===== src/rtl/ram_access_ctrl_if.sv =====
// CPU-side request/response channel of ram_access_ctrl.
// The master drives requests; the slave (the controller) returns a one-cycle response strobe.
interface ram_access_ctrl_if #(
    parameter int ADDR_W = 8,
    parameter int DATA_W = 16
);
    logic              req_valid;
    logic              req_ready;
    logic [2:0]        req_op;
    logic [ADDR_W-1:0] req_addr;
    logic [DATA_W-1:0] req_wdata;
    logic              rsp_valid;
    logic [DATA_W-1:0] rsp_data;
    logic              rsp_err;

    modport master (
        output req_valid, req_op, req_addr, req_wdata,
        input  req_ready, rsp_valid, rsp_data, rsp_err
    );

    modport slave (
        input  req_valid, req_op, req_addr, req_wdata,
        output req_ready, rsp_valid, rsp_data, rsp_err
    );
endinterface


===== src/rtl/ram_access_ctrl.sv =====
// Initiator side of the data-RAM command interface: one CPU request at a time, RAM strobes, shadow sp/depth.
// Optional feature macro STACK_GUARD_EN: refuse PUSH at STACK_LIMIT depth and POP/PEEK on an empty stack.
module ram_access_ctrl #(
    parameter int ADDR_W      = 8,
    parameter int DATA_W      = 16,
    parameter int STACK_LIMIT = 256
) (
    input  logic              clk,
    input  logic              rst,
    ram_access_ctrl_if.slave  req_if,
    output logic              ram_we_o,
    output logic              ram_load_o,
    output logic              ram_push_o,
    output logic              ram_pop_o,
    output logic [ADDR_W-1:0] ram_addr_o,
    output logic [DATA_W-1:0] ram_din_o,
    input  logic [DATA_W-1:0] ram_dout_i,
    output logic [ADDR_W:0]   depth_o
);

    typedef enum logic [2:0] {
        OP_LOAD  = 3'd0,
        OP_STORE = 3'd1,
        OP_PUSH  = 3'd2,
        OP_POP   = 3'd3,
        OP_PEEK  = 3'd4
    } op_e;

    typedef enum logic [1:0] {
        S_IDLE,
        S_ISSUE,
        S_CAPT,
        S_RESP
    } state_e;

    localparam logic [ADDR_W:0] DEPTH_MAX = {1'b1, {ADDR_W{1'b0}}};
`ifdef STACK_GUARD_EN
    localparam logic [ADDR_W:0] LIMIT = (ADDR_W+1)'(STACK_LIMIT);
`endif

    state_e            state_q;
    logic [2:0]        op_q;
    logic [ADDR_W-1:0] sp_q, sp_d;
    logic [ADDR_W:0]   depth_q, depth_d;
    logic              ready_q;
    logic              rsp_valid_q;
    logic              rsp_err_q;
    logic [DATA_W-1:0] rsp_data_q;
    logic              ram_we_q, ram_load_q, ram_push_q, ram_pop_q;
    logic [ADDR_W-1:0] ram_addr_q;
    logic [DATA_W-1:0] ram_din_q;

    logic accept;
    logic op_illegal;
    logic guard_block;
    logic refuse;

    always_comb begin
        accept      = req_if.req_valid & ready_q;
        op_illegal  = (req_if.req_op > OP_PEEK);
`ifdef STACK_GUARD_EN
        guard_block = ((req_if.req_op == OP_PUSH) && (depth_q == LIMIT))
                   || (((req_if.req_op == OP_POP) || (req_if.req_op == OP_PEEK)) && (depth_q == '0));
`else
        guard_block = 1'b0;
`endif
        refuse      = op_illegal | guard_block;
    end

    // Shadow pointer moves on the same edge the RAM consumes its PUSH/POP strobe.
    always_comb begin
        sp_d    = sp_q;
        depth_d = depth_q;
        if (state_q == S_ISSUE) begin
            case (op_q)
                OP_PUSH: begin
                    sp_d = sp_q - 1'b1;
                    if (depth_q != DEPTH_MAX) depth_d = depth_q + 1'b1;
                end
                OP_POP: begin
                    sp_d = sp_q + 1'b1;
                    if (depth_q != '0) depth_d = depth_q - 1'b1;
                end
                default: ;
            endcase
        end
    end

    always_ff @(posedge clk) begin
        if (rst) begin
            state_q     <= S_IDLE;
            op_q        <= '0;
            sp_q        <= '1;
            depth_q     <= '0;
            ready_q     <= 1'b1;
            rsp_valid_q <= 1'b0;
            rsp_err_q   <= 1'b0;
            rsp_data_q  <= '0;
            ram_we_q    <= 1'b0;
            ram_load_q  <= 1'b0;
            ram_push_q  <= 1'b0;
            ram_pop_q   <= 1'b0;
            ram_addr_q  <= '0;
            ram_din_q   <= '0;
        end else begin
            sp_q       <= sp_d;
            depth_q    <= depth_d;
            ram_we_q   <= 1'b0;
            ram_load_q <= 1'b0;
            ram_push_q <= 1'b0;
            ram_pop_q  <= 1'b0;
            case (state_q)
                S_IDLE: begin
                    if (accept) begin
                        op_q    <= req_if.req_op;
                        ready_q <= 1'b0;
                        if (refuse) begin
                            state_q     <= S_RESP;
                            rsp_valid_q <= 1'b1;
                            rsp_err_q   <= 1'b1;
                            rsp_data_q  <= '0;
                        end else begin
                            state_q <= S_ISSUE;
                            case (req_if.req_op)
                                OP_LOAD: begin
                                    ram_load_q <= 1'b1;
                                    ram_addr_q <= req_if.req_addr;
                                end
                                OP_STORE: begin
                                    ram_we_q   <= 1'b1;
                                    ram_addr_q <= req_if.req_addr;
                                    ram_din_q  <= req_if.req_wdata;
                                end
                                OP_PUSH: begin
                                    ram_push_q <= 1'b1;
                                    ram_din_q  <= req_if.req_wdata;
                                end
                                OP_POP: begin
                                    ram_pop_q <= 1'b1;
                                end
                                OP_PEEK: begin
                                    ram_load_q <= 1'b1;
                                    ram_addr_q <= sp_q + 1'b1;
                                end
                                default: ;
                            endcase
                        end
                    end
                end
                S_ISSUE: begin
                    if ((op_q == OP_STORE) || (op_q == OP_PUSH)) begin
                        state_q     <= S_RESP;
                        rsp_valid_q <= 1'b1;
                        rsp_err_q   <= 1'b0;
                        rsp_data_q  <= '0;
                    end else begin
                        state_q <= S_CAPT;
                    end
                end
                S_CAPT: begin
                    // RAM output register is valid one cycle after the strobe.
                    state_q     <= S_RESP;
                    rsp_valid_q <= 1'b1;
                    rsp_err_q   <= 1'b0;
                    rsp_data_q  <= ram_dout_i;
                end
                S_RESP: begin
                    state_q     <= S_IDLE;
                    rsp_valid_q <= 1'b0;
                    ready_q     <= 1'b1;
                end
                default: begin
                    state_q <= S_IDLE;
                    ready_q <= 1'b1;
                end
            endcase
        end
    end

    assign req_if.req_ready = ready_q;
    assign req_if.rsp_valid = rsp_valid_q;
    assign req_if.rsp_err   = rsp_err_q;
    assign req_if.rsp_data  = rsp_data_q;
    assign ram_we_o         = ram_we_q;
    assign ram_load_o       = ram_load_q;
    assign ram_push_o       = ram_push_q;
    assign ram_pop_o        = ram_pop_q;
    assign ram_addr_o       = ram_addr_q;
    assign ram_din_o        = ram_din_q;
    assign depth_o          = depth_q;

endmodule


===== src/flat_wrapper.sv =====
// flat-port wrapper written by rule: the top's interface ports become plain ports
module ram_access_ctrl_flat 
#(
    parameter int ADDR_W      = 8,
    parameter int DATA_W      = 16,
    parameter int STACK_LIMIT = 256
)
  (clk, rst, ram_we_o, ram_load_o, ram_push_o, ram_pop_o, ram_addr_o, ram_din_o, ram_dout_i, depth_o, req_if_req_valid, req_if_req_op, req_if_req_addr, req_if_req_wdata, req_if_req_ready, req_if_rsp_valid, req_if_rsp_data, req_if_rsp_err);
  ram_access_ctrl_if #(.ADDR_W(ADDR_W), .DATA_W(DATA_W)) req_if_i ();
  input  logic clk;
  input  logic rst;
  output logic ram_we_o;
  output logic ram_load_o;
  output logic ram_push_o;
  output logic ram_pop_o;
  output logic [ADDR_W-1:0] ram_addr_o;
  output logic [DATA_W-1:0] ram_din_o;
  input  logic [DATA_W-1:0] ram_dout_i;
  output logic [ADDR_W:0] depth_o;
  input wire logic [$bits(req_if_i.req_valid)-1:0] req_if_req_valid;
  input wire logic [$bits(req_if_i.req_op)-1:0] req_if_req_op;
  input wire logic [$bits(req_if_i.req_addr)-1:0] req_if_req_addr;
  input wire logic [$bits(req_if_i.req_wdata)-1:0] req_if_req_wdata;
  output wire logic [$bits(req_if_i.req_ready)-1:0] req_if_req_ready;
  output wire logic [$bits(req_if_i.rsp_valid)-1:0] req_if_rsp_valid;
  output wire logic [$bits(req_if_i.rsp_data)-1:0] req_if_rsp_data;
  output wire logic [$bits(req_if_i.rsp_err)-1:0] req_if_rsp_err;
  assign req_if_i.req_valid = req_if_req_valid;
  assign req_if_i.req_op = req_if_req_op;
  assign req_if_i.req_addr = req_if_req_addr;
  assign req_if_i.req_wdata = req_if_req_wdata;
  assign req_if_req_ready = req_if_i.req_ready;
  assign req_if_rsp_valid = req_if_i.rsp_valid;
  assign req_if_rsp_data = req_if_i.rsp_data;
  assign req_if_rsp_err = req_if_i.rsp_err;
  ram_access_ctrl #(.ADDR_W(ADDR_W), .DATA_W(DATA_W), .STACK_LIMIT(STACK_LIMIT)) u_core (.clk(clk), .rst(rst), .req_if(req_if_i), .ram_we_o(ram_we_o), .ram_load_o(ram_load_o), .ram_push_o(ram_push_o), .ram_pop_o(ram_pop_o), .ram_addr_o(ram_addr_o), .ram_din_o(ram_din_o), .ram_dout_i(ram_dout_i), .depth_o(depth_o));
endmodule

===== config.mk =====
export PLATFORM = sky130hd
export DESIGN_NAME = ram_access_ctrl_flat
export DESIGN_NICKNAME = d
export VERILOG_FILES = /design/src/rtl/ram_access_ctrl_if.sv /design/src/rtl/ram_access_ctrl.sv /design/src/flat_wrapper.sv
export SDC_FILE = /design/constraint.sdc
export NUM_CORES = 1
export LEC_CHECK = 0
export ABC_AREA = 1
export BUFFER_PORTS_ARGS = -buffer_cell sky130_fd_sc_hd__buf_2
export CAP_MARGIN = 20
export CELL_PAD_IN_SITES_DETAIL_PLACEMENT = 0
export CELL_PAD_IN_SITES_GLOBAL_PLACEMENT = 1
export CORE_MARGIN = 5
export CORE_UTILIZATION = 34
export DETAILED_ROUTE_END_ITERATION = 6
export GPL_ROUTABILITY_DRIVEN = 0
export PLACE_DENSITY_LB_ADDON = 0.1
export SYNTH_ARGS = -nofsm -noshare
export SYNTH_HDL_FRONTEND = slang
export SYNTH_SLANG_ARGS = --single-unit

===== constraint.sdc =====
create_clock -name clk -period 1.7 [get_ports clk]
set_clock_uncertainty 0.2 [all_clocks]
set_input_delay 0.34 -clock clk [delete_from_list [all_inputs] [get_ports clk]]
set_output_delay 0.34 -clock clk [all_outputs]
set_load 0.1 [all_outputs]

# Word-level counts from Yosys, hierarchy flattened
# Index checks and enable logic that the tools add are counted.
dict set report word_totals {
  ff_bits 69
  inputBits 46
  output_inout_bits 56
  word_cells 84
}
dict set report classes {
  add_sub_neg 4
  order_cmp 1
  eq_ne 16
  mux 25
  n_bitwise 4
  reduce_logical 20
}
# op count
set ops {}
lappend ops {{2-to-1 mux 16 bit} 3}
lappend ops {{one-hot mux 16 bit (3 select lines)} 1}
lappend ops {{one-hot mux 8 bit (2 select lines)} 2}
lappend ops {{2-to-1 mux 9 bit} 2}
lappend ops {{one-hot mux 9 bit (2 select lines)} 1}
lappend ops {{AND reduction 4 bit} 4}
lappend ops {{equality test 3 x 2 -> 1 bit, second input constant} 4}
lappend ops {{2-to-1 mux 1 bit} 10}
lappend ops {{adder 9 x 1 -> 9 bit, second input constant} 1}
lappend ops {{inequality test 9 bit, second input constant} 1}
lappend ops {{nonzero test 9 bit} 1}
lappend ops {{subtractor 9 x 1 -> 9 bit, second input constant} 1}
lappend ops {{adder 8 x 1 -> 8 bit, second input constant} 1}
lappend ops {{inequality test 2 x 1 -> 1 bit, second input constant} 4}
lappend ops {{one-hot mux 2 bit (4 select lines)} 1}
lappend ops {{subtractor 8 x 1 -> 8 bit, second input constant} 1}
lappend ops {{equality test 3 x 1 -> 1 bit, second input constant} 2}
lappend ops {{AND reduction 2 bit} 3}
lappend ops {{nonzero test 2 bit} 3}
lappend ops {{OR reduction 2 bit} 3}
lappend ops {{equality test 2 bit, second input constant} 2}
lappend ops {{2-to-1 mux 2 bit} 2}
lappend ops {{one-hot mux 1 bit (4 select lines)} 1}
lappend ops {{OR reduction 4 bit} 1}
lappend ops {{13 further kinds} 15}

# Logic depth before layout (Yosys ltp)
# Gate-level depths: netlist of the first run.
dict set report logic_depth {
  depth_word 4
  ltp_mapped 16
}

# Least setup slack after synthesis of the first run
# Ideal clock, no wire load.
dict set report synth_timing {
  path_type {register to register}
  startpoint {register u_core.depth_q[1], in the netlist u_core.depth_o[1]}
  endpoint {register u_core.depth_q[8], in the netlist u_core.depth_o[8]}
  arrival_time_ns 2.128
  required_ns 1.391
  setup_slack_ns -0.737
  path_stages_with_launch 15
  n_path_buf 0
  path_cell_list {dfxtp_1 nand4_1 nand2_1 inv_1 ha_1 inv_1 nand2_1 nand3_1 nand2_1 nand2_1 nand2_1 nand2_1 nand3_1 nand2_1 inv_1}
}
dict set report synth_between {
  elab_chain_cells 3
}
# element line
set synth_lines {}
lappend synth_lines {{start: declaration} ram_access_ctrl.sv:44} ;# logic [ADDR_W:0] depth_q, depth_d;
lappend synth_lines {{start signal: assignment} ram_access_ctrl.sv:107} ;# depth_q <= depth_d;
lappend synth_lines {{subtractor 9 x 1 -> 9 bit, or another cell as far along} ram_access_ctrl.sv:82} ;# if (depth_q != '0) depth_d = depth_q - 1'b1;
lappend synth_lines {{2-to-1 mux 9 bit, or another cell as far along} ram_access_ctrl.sv:82}
lappend synth_lines {{one-hot mux 9 bit (2 select lines) or AND reduction 4 bit (tied branches)} n/a}
# Parallel ways exist; a longest one is shown, timed or not. The select of a mux whose other input is x is not followed.
# A chain may end at the register's enable or synchronous reset.

# Final worst setup path of the first run
dict set report layout_timing {
  startpoint {register u_core.op_q[0]}
  endpoint {register u_core.depth_q[8], in the netlist u_core.depth_o[8]}
}
dict set report layout_between {
  elab_chain_cells 3
}
# element line
set layout_lines {}
lappend layout_lines {{start: declaration} ram_access_ctrl.sv:42} ;# logic [2:0] op_q;
lappend layout_lines {{start signal: assignment} ram_access_ctrl.sv:115} ;# op_q <= req_if.req_op;
lappend layout_lines {{equality test 3 x 2 -> 1 bit} ram_access_ctrl.sv:75} ;# case (op_q)
lappend layout_lines {{inequality test 2 x 1 -> 1 bit (no source line) or nonzero test 2 bit (tied branches)} n/a}
lappend layout_lines {{AND reduction 4 bit (no source line)} n/a}
# Parallel ways exist; a longest one is shown, timed or not.

==> results of run 1 <==
area by class of cell:
class	instances	area share
clock buffer	9	0.0222
timing repair buffer	168	0.227
clock inverter	7	0.0117
sequential	69	0.258
timing repair inverter	2	0.00494
tap	136	0.0305
inverter	48	0.0415
multi-input combinational	333	0.404
worst register-to-register path, delay by kind of cell, from the launching register on:
| kind | cells | cell delay (ns) |
|---|---|---|
| buffers and inverters | 4 | 0.24 |
| AND/OR/NAND/NOR | 10 | 0.75 |
| adder cells (fa/ha/maj) | 1 | 0.16 |
| flip-flops | 1 | 0.37 |
where the power goes:
part           switching, mW  internal [mW]  total, mW
Combinational           2.91           1.57       4.48
Sequential             0.225           1.88       2.10
Clock                  0.679          0.670       1.35
registers in the layout (all words and copies together) (netlist names):
signal                   cells
u_core.op_q                  3
u_core.ram_din_o            16
u_core.req_if.rsp_data      16
u_core.ram_we_o              1
u_core.ram_load_o            1
u_core.ram_push_o            1
u_core.req_if.rsp_err        1
u_core.sp_q                  8
u_core.req_if.req_ready      1
u_core.req_if.rsp_valid      1
u_core.state_q               2
u_core.ram_pop_o             1
u_core.depth_o               9
u_core.ram_addr_o            8
worst max path at each step:
stage                                           end  slack (ns)  depth (start not counted)
after global placement    u_core.req_if.rsp_data[4]        -0.1                         10
final                             u_core.depth_o[8]       -0.11                         15
after floorplan                   u_core.depth_o[8]       -0.15                         14
after detailed placement  u_core.req_if.rsp_data[4]       -0.11                         10
after global routing              u_core.depth_o[8]       -0.24                         15
after CTS                 u_core.req_if.rsp_data[2]       -0.09                         10
kinds of logic (layout without fill, tap and decap cells):
group	count (synthesis)	count (layout)
DFF	69	69
and+or+nand+nor	214	214
AOI/OAI and AO/OA	101	101
adders and majority gates	8	8
buffers and inverters	67	234
xor gates and xnor gates	10	10
through the flow:
stage / instances / util / total power [mW]
after floorplan: 469 / - / 4.94
final: 772 / 0.537 / 7.93
after global placement: 734 / 0.452 / 5.75
after CTS: 754 / 0.486 / 7.33
after global routing: 772 / 0.537 / 8.36
after detailed placement: 734 / 0.452 / 5.77
what timing repair did:
action / 4_1_cts / 5_1_grt
gates resized for setup: 45 / 125
pin swaps: 18 / 33
hold buffers: 0 / 0
endpoints found under the setup margin: 44 / 74
buffers inserted: 3 / 17
gates cloned: 1 / 2
routing by layer:
metal  global-route usage  vias up  routed length, um
met1                0.211     1654               4880
met5                    0        -                  0
met3               0.0412       10                591
met2                0.266       85               5180
li1                     -     1882                  -
met4               0.0529        0                148
cells in the final DEF (no fill, tap or decap), types with 20 or more instances in the layout:
cell,synthesis,routed
a21oi_2,11,23
buf_2,2,65
buf_4,3,61
dfxtp_1,69,50
inv_1,40,30
nand2_1,85,65
nand3_1,28,23
nor2_1,53,48
o21ai_0,39,20
o21ai_1,3,20
==> results.json, run 1 <==
{
  "status": "complete, but fails checks",
  "failed_checks": "negative setup slack",
  "hold_slack_ns": 0.0256,
  "min-delay-path-class": "in2reg",
  "die_h_um": 113,
  "power_leakage_nw": 2.48,
  "regToRegSetupSlack_ns": -0.11,
  "syn-num-nets": 523,
  "grt_pass1_vias": 3637,
  "synth_top_family_by_area": "simple AND/OR/NAND/NOR gates",
  "fin_tns_setup_ns": -1.92,
  "rows": 37,
  "stdcell_area_um2": 5570,
  "criticalPathCategory": "reg2reg",
  "muxShareOfSynthArea": 0,
  "start_kind": "flop",
  "crit_required_ns": 1.76,
  "ys_async_sr_fraction": 0,
  "grt_pass1_wl_mm": 17.0,
  "r2r_end": "u_core.depth_o[8]",
  "max_freq_ghz": 0.552,
  "synthSimpleGateAreaFrac": 0.304,
  "clockBufferDepth": 2,
  "yosysSeqAreaShare": 0.382,
  "setup_viol": 23,
  "crit_start": "u_core.op_q[0]",
  "clock_sinks": 69,
  "fp.dieArea_um2": 12800,
  "worstPathBufferInverterCount": 4,
  "min_delay_path_depth": 3,
  "rsz0062_at_grt": "yes",
  "synthTopCellsByCount": "85 x nand2_1, 69 x dfxtp_1, 53 x nor2_1",
  "clk_pin_slew_ns": 0.08,
  "synth_fa_ha_area_frac": 0.0277,
  "synth.area.top_cells": "dfxtp_1 38%, nand2_1 8.8%, nor2_1 5.5%",
  "reg2reg_depth": 15,
  "antenna_found_initial": 0,
  "place_area_um2": 4690,
  "num-nets-final": 685,
  "yosys_warnings": 0,
  "vias": 3631,
  "drt_iter0_drc": 149,
  "synth.avg_cell_area_um2": 7.71,
  "synth-edff-count": 0,
  "min_from": "req_if_req_wdata[11]",
  "power.density_nw_per_um2": 1420,
  "htreeDepth": 3,
  "worst_pin_slew_ns": 0.504,
  "grt_usage": 0.163,
  "synth_most_common_cell": "nand2_1",
  "finalWorstSetupSlack_ns": -0.111,
  "avgViaCountPerCell": 4.70,
  "ios": 102,
  "critPathSlowestCell": "dfxtp_2",
  "drc": 0,
  "die_x_um": 113,
  "nFillCells": 1011,
  "numPortBuffers": 101,
  "relSlewSlack": 0.667,
  "cts-root-buf": "clkbuf_8",
  "critPathCaptureType": "flop",
  "grt_overflow": 0,
  "drt-total-wl_mm": 10.8,
  "first_pass_iters": 4,
  "hold_viol_final": 0,
  "synth_top_cell_by_area": "dfxtp_1",
  "syn_inst": 469,
  "post-place-ws_ns": -0.105,
  "peakVddDrop_mv": 0.905,
  "area_growth_pct": 54.2,
  "cp_max_fo": 4,
  "core_area_um2": 10400,
  "drv_slew": 0,
  "antenna_cells": 0,
  "seqCellArea_um2": 1440,
  "cap_violations": 0,
  "cts_tree": "done",
  "multiInputGateArea_um2": 2250,
  "finalCriticalPeriod_ns": 1.81,
  "synth_ff_type": "dfxtp_1",
  "path_cells": "buf_6 -> nand3_4 -> nand2_2 -> nand2_1 -> inv_1 -> ha_2 -> inv_2 -> nand2_4 -> nand3_2 -> nand2_4 -> nand2_2 -> nand3_1 -> nand3_1 -> nand2_1 -> inv_1",
  "synth.distinct_cells": 43,
  "rr_startpoint": "u_core.op_q[0]",
  "netlist_area_um2": 3610,
  "arrival_ns": 1.87,
  "dpl.hpwl_mm": 7.45,
  "grt_max_degree": 19,
  "initial_core_util": 0.349,
  "wl_per_cell_um": 14.0,
  "synth_compound_area_frac": 0.174,
  "whs_endpoint": "u_core.ram_din_o[11]",
  "insertion_delay_ns": 0.36,
  "post-route-period-util": 1.07,
  "antenna_left": 0,
  "cts_buffers": 9,
  "synth_xor_area_frac": 0.0242,
  "cp_top_family": "simple AND/OR/NAND/NOR gates",
  "synth_top_area_frac": 0.382,
  "max_stage_delay_ns": 0.37,
  "ys_ff_latch": 69,
  "drive_gt1_frac": 0.520
}
Power figures use the tool's default switching activity.
==> run 2: changes to the inputs <==
--- a/config.mk
+++ b/config.mk
@@ -10,7 +10,7 @@
 export CAP_MARGIN = 20
 export CELL_PAD_IN_SITES_DETAIL_PLACEMENT = 0
 export CELL_PAD_IN_SITES_GLOBAL_PLACEMENT = 1
-export CORE_MARGIN = 5
+export CORE_MARGIN = 2
 export CORE_UTILIZATION = 34
 export DETAILED_ROUTE_END_ITERATION = 6
 export GPL_ROUTABILITY_DRIVEN = 0
==> results.json, run 2 (same netlist as run 1, synthesis figures left out) <==
{
  "status": "complete, but fails checks",
  "failed_checks": "negative setup slack",
  "worstPathBufferInverterCount": 3,
  "cts_buffers": 9,
  "insertion_delay_ns": 0.34,
  "critPathSlowestCell": "dfxtp_4",
  "max_freq_ghz": 0.557,
  "fin_util": 0.554,
  "min-delay-path-class": "in2reg",
  "path_cells": "buf_12 -> nor2_4 -> buf_12 -> nand2_2 -> nand2_2 -> nand2_2 -> nor2_2 -> nand2_2 -> nand3_2 -> nand3_1 -> nand2_1 -> inv_1",
  "ios": 102,
  "area_growth_pct": 58.4,
  "post-place-ws_ns": -0.0899,
  "grt_overflow": 0,
  "drt_iter0_drc": 123,
  "worst_pin_slew_ns": 0.505,
  "peakVddDrop_mv": 0.811,
  "antenna_left": 0,
  "power.density_nw_per_um2": 1380,
  "regToRegSetupSlack_ns": -0.09,
  "post-route-period-util": 1.06,
  "most-common-layout-cells": "78 x buf_2, 67 x buf_4, 64 x nand2_1, 51 x dfxtp_1, 33 x nor2_1",
  "dpl.hpwl_mm": 6.98,
  "drv_slew": 0,
  "vias": 3661,
  "drive_gt1_frac": 0.561,
  "clockBufferDepth": 2,
  "drc": 0,
  "cp_top_family": "simple AND/OR/NAND/NOR gates",
  "hold_viol_final": 0,
  "critPathCaptureType": "flop",
  "crit_required_ns": 1.74,
  "nFillCells": 1003,
  "die_x_um": 107,
  "criticalPathCategory": "reg2reg",
  "wl_per_cell_um": 13.2,
  "num-nets-final": 691,
  "rsz0062_at_grt": "yes",
  "grt_usage": 0.174,
  "numPortBuffers": 101,
  "power_leakage_nw": 2.55,
  "core_area_um2": 10300,
  "cap_violations": 0,
  "avgViaCountPerCell": 4.71,
  "antenna_cells": 0,
  "final_common_cell": "buf_2",
  "cts_tree": "done",
  "fp.dieArea_um2": 11500,
  "clock_sinks": 69,
  "htreeDepth": 3,
  "cts-root-buf": "clkbuf_8",
  "path_common_cell": "nand2_2",
  "initial_core_util": 0.350,
  "die_h_um": 107,
  "rows": 37,
  "antenna_found_initial": 0,
  "finalCriticalPeriod_ns": 1.79,
  "max_stage_delay_ns": 0.37,
  "first_pass_iters": 4,
  "arrival_ns": 1.83,
  "start_kind": "flop",
  "grt_pass1_vias": 3426,
  "grt_max_degree": 28,
  "cp_max_fo": 5,
  "relSlewSlack": 0.665,
  "finalWorstSetupSlack_ns": -0.0947,
  "drt-total-wl_mm": 10.3,
  "setup_viol": 37,
  "grt_pass1_wl_mm": 16.1,
  "clk_pin_slew_ns": 0.09
}
-- run 2: cell count changes in the layout (fill, tap and decap cells not counted), sizes merged --
cell      before  now
buf          150  165
clkbuf        27   20
clkinv         6    1
clkinvlp       0    2
inv           50   51
-- run 2: power breakdown --
group          internal, mW  leakage (nW)  total (mW)  switching (mW)
combinational          1.58          1.88        4.39            2.81
clock                 0.697         0.101        1.39           0.694
sequential             1.88         0.569        2.12           0.244
total                  4.16          2.55        7.91            3.75
-- run 2: cell type report --
| cell class | instances | area (um^2) | area share |
|---|---|---|---|
| multi-input cells | 333 | 2390 | 0.417 |
| flip-flops and latches | 69 | 1440 | 0.251 |
| repair buffers | 176 | 1320 | 0.230 |
| inverters | 48 | 214 | 0.0374 |
| well taps | 136 | 170 | 0.0297 |
| clock buffers | 9 | 124 | 0.0216 |
| clock inverters | 7 | 78.8 | 0.0138 |
-- run 2: per-stage QoR --
| stage | TNS (ns) | std cells | total power, mW | cell area, um^2 | hold slack, ns |
|---|---|---|---|---|---|
| final | -1.58 | 778 | 7.91 | 5720 | 0.0242 |
| after global routing | -5.59 | 778 | 8.36 | 5720 | 0.0326 |
| after CTS | -0.464 | 761 | 7.45 | 5130 | 0.0268 |
| after detailed placement | -2.17 | 736 | 5.77 | 4690 | 0.254 |
| after global placement | -2.08 | 736 | 5.77 | 4690 | 0.251 |
| after floorplan | -1.16 | 469 | 4.94 | 3710 | 0.217 |
-- run 2: worst paths after layout --
kind | start | cells after the start | to
worst max-delay path | u_core.op_q[2] | 12 | u_core.depth_o[7]
worst max register to register | u_core.op_q[2] | 12 | u_core.depth_o[7]
worst min register to register | u_core.req_if.rsp_data[15] | 2 | u_core.req_if.rsp_data[15]
worst min-delay path | req_if_req_wdata[4] | 3 | u_core.ram_din_o[4]
-- run 2: routing by layer --
layer	GRT usage	vias to the layer above	part of all wire	wire, um
li1	-	1894	-	-
met4	0.0445	0	0.0068	70
met3	0.0353	6	0.037	382
met5	0	-	0	0
met1	0.225	1684	0.46	4710
met2	0.295	77	0.50	5130
-- run 2: repair_timing --
| action | in CTS | in global routing |
|---|---|---|
| resized for setup | 50 | 125 |
| pin swaps | 8 | 36 |
| hold endpoints to repair | 0 | 0 |
| hold buffers | 0 | 0 |
| endpoints found under the setup margin | 60 | 67 |
| setup buffers | 9 | 16 |
| cloned | 0 | 2 |
-- run 2: worst min-delay path: stages --
cell and delay [ns]:
buf_2 0.07, o21ai_1 0.06, nor2_1 0.07
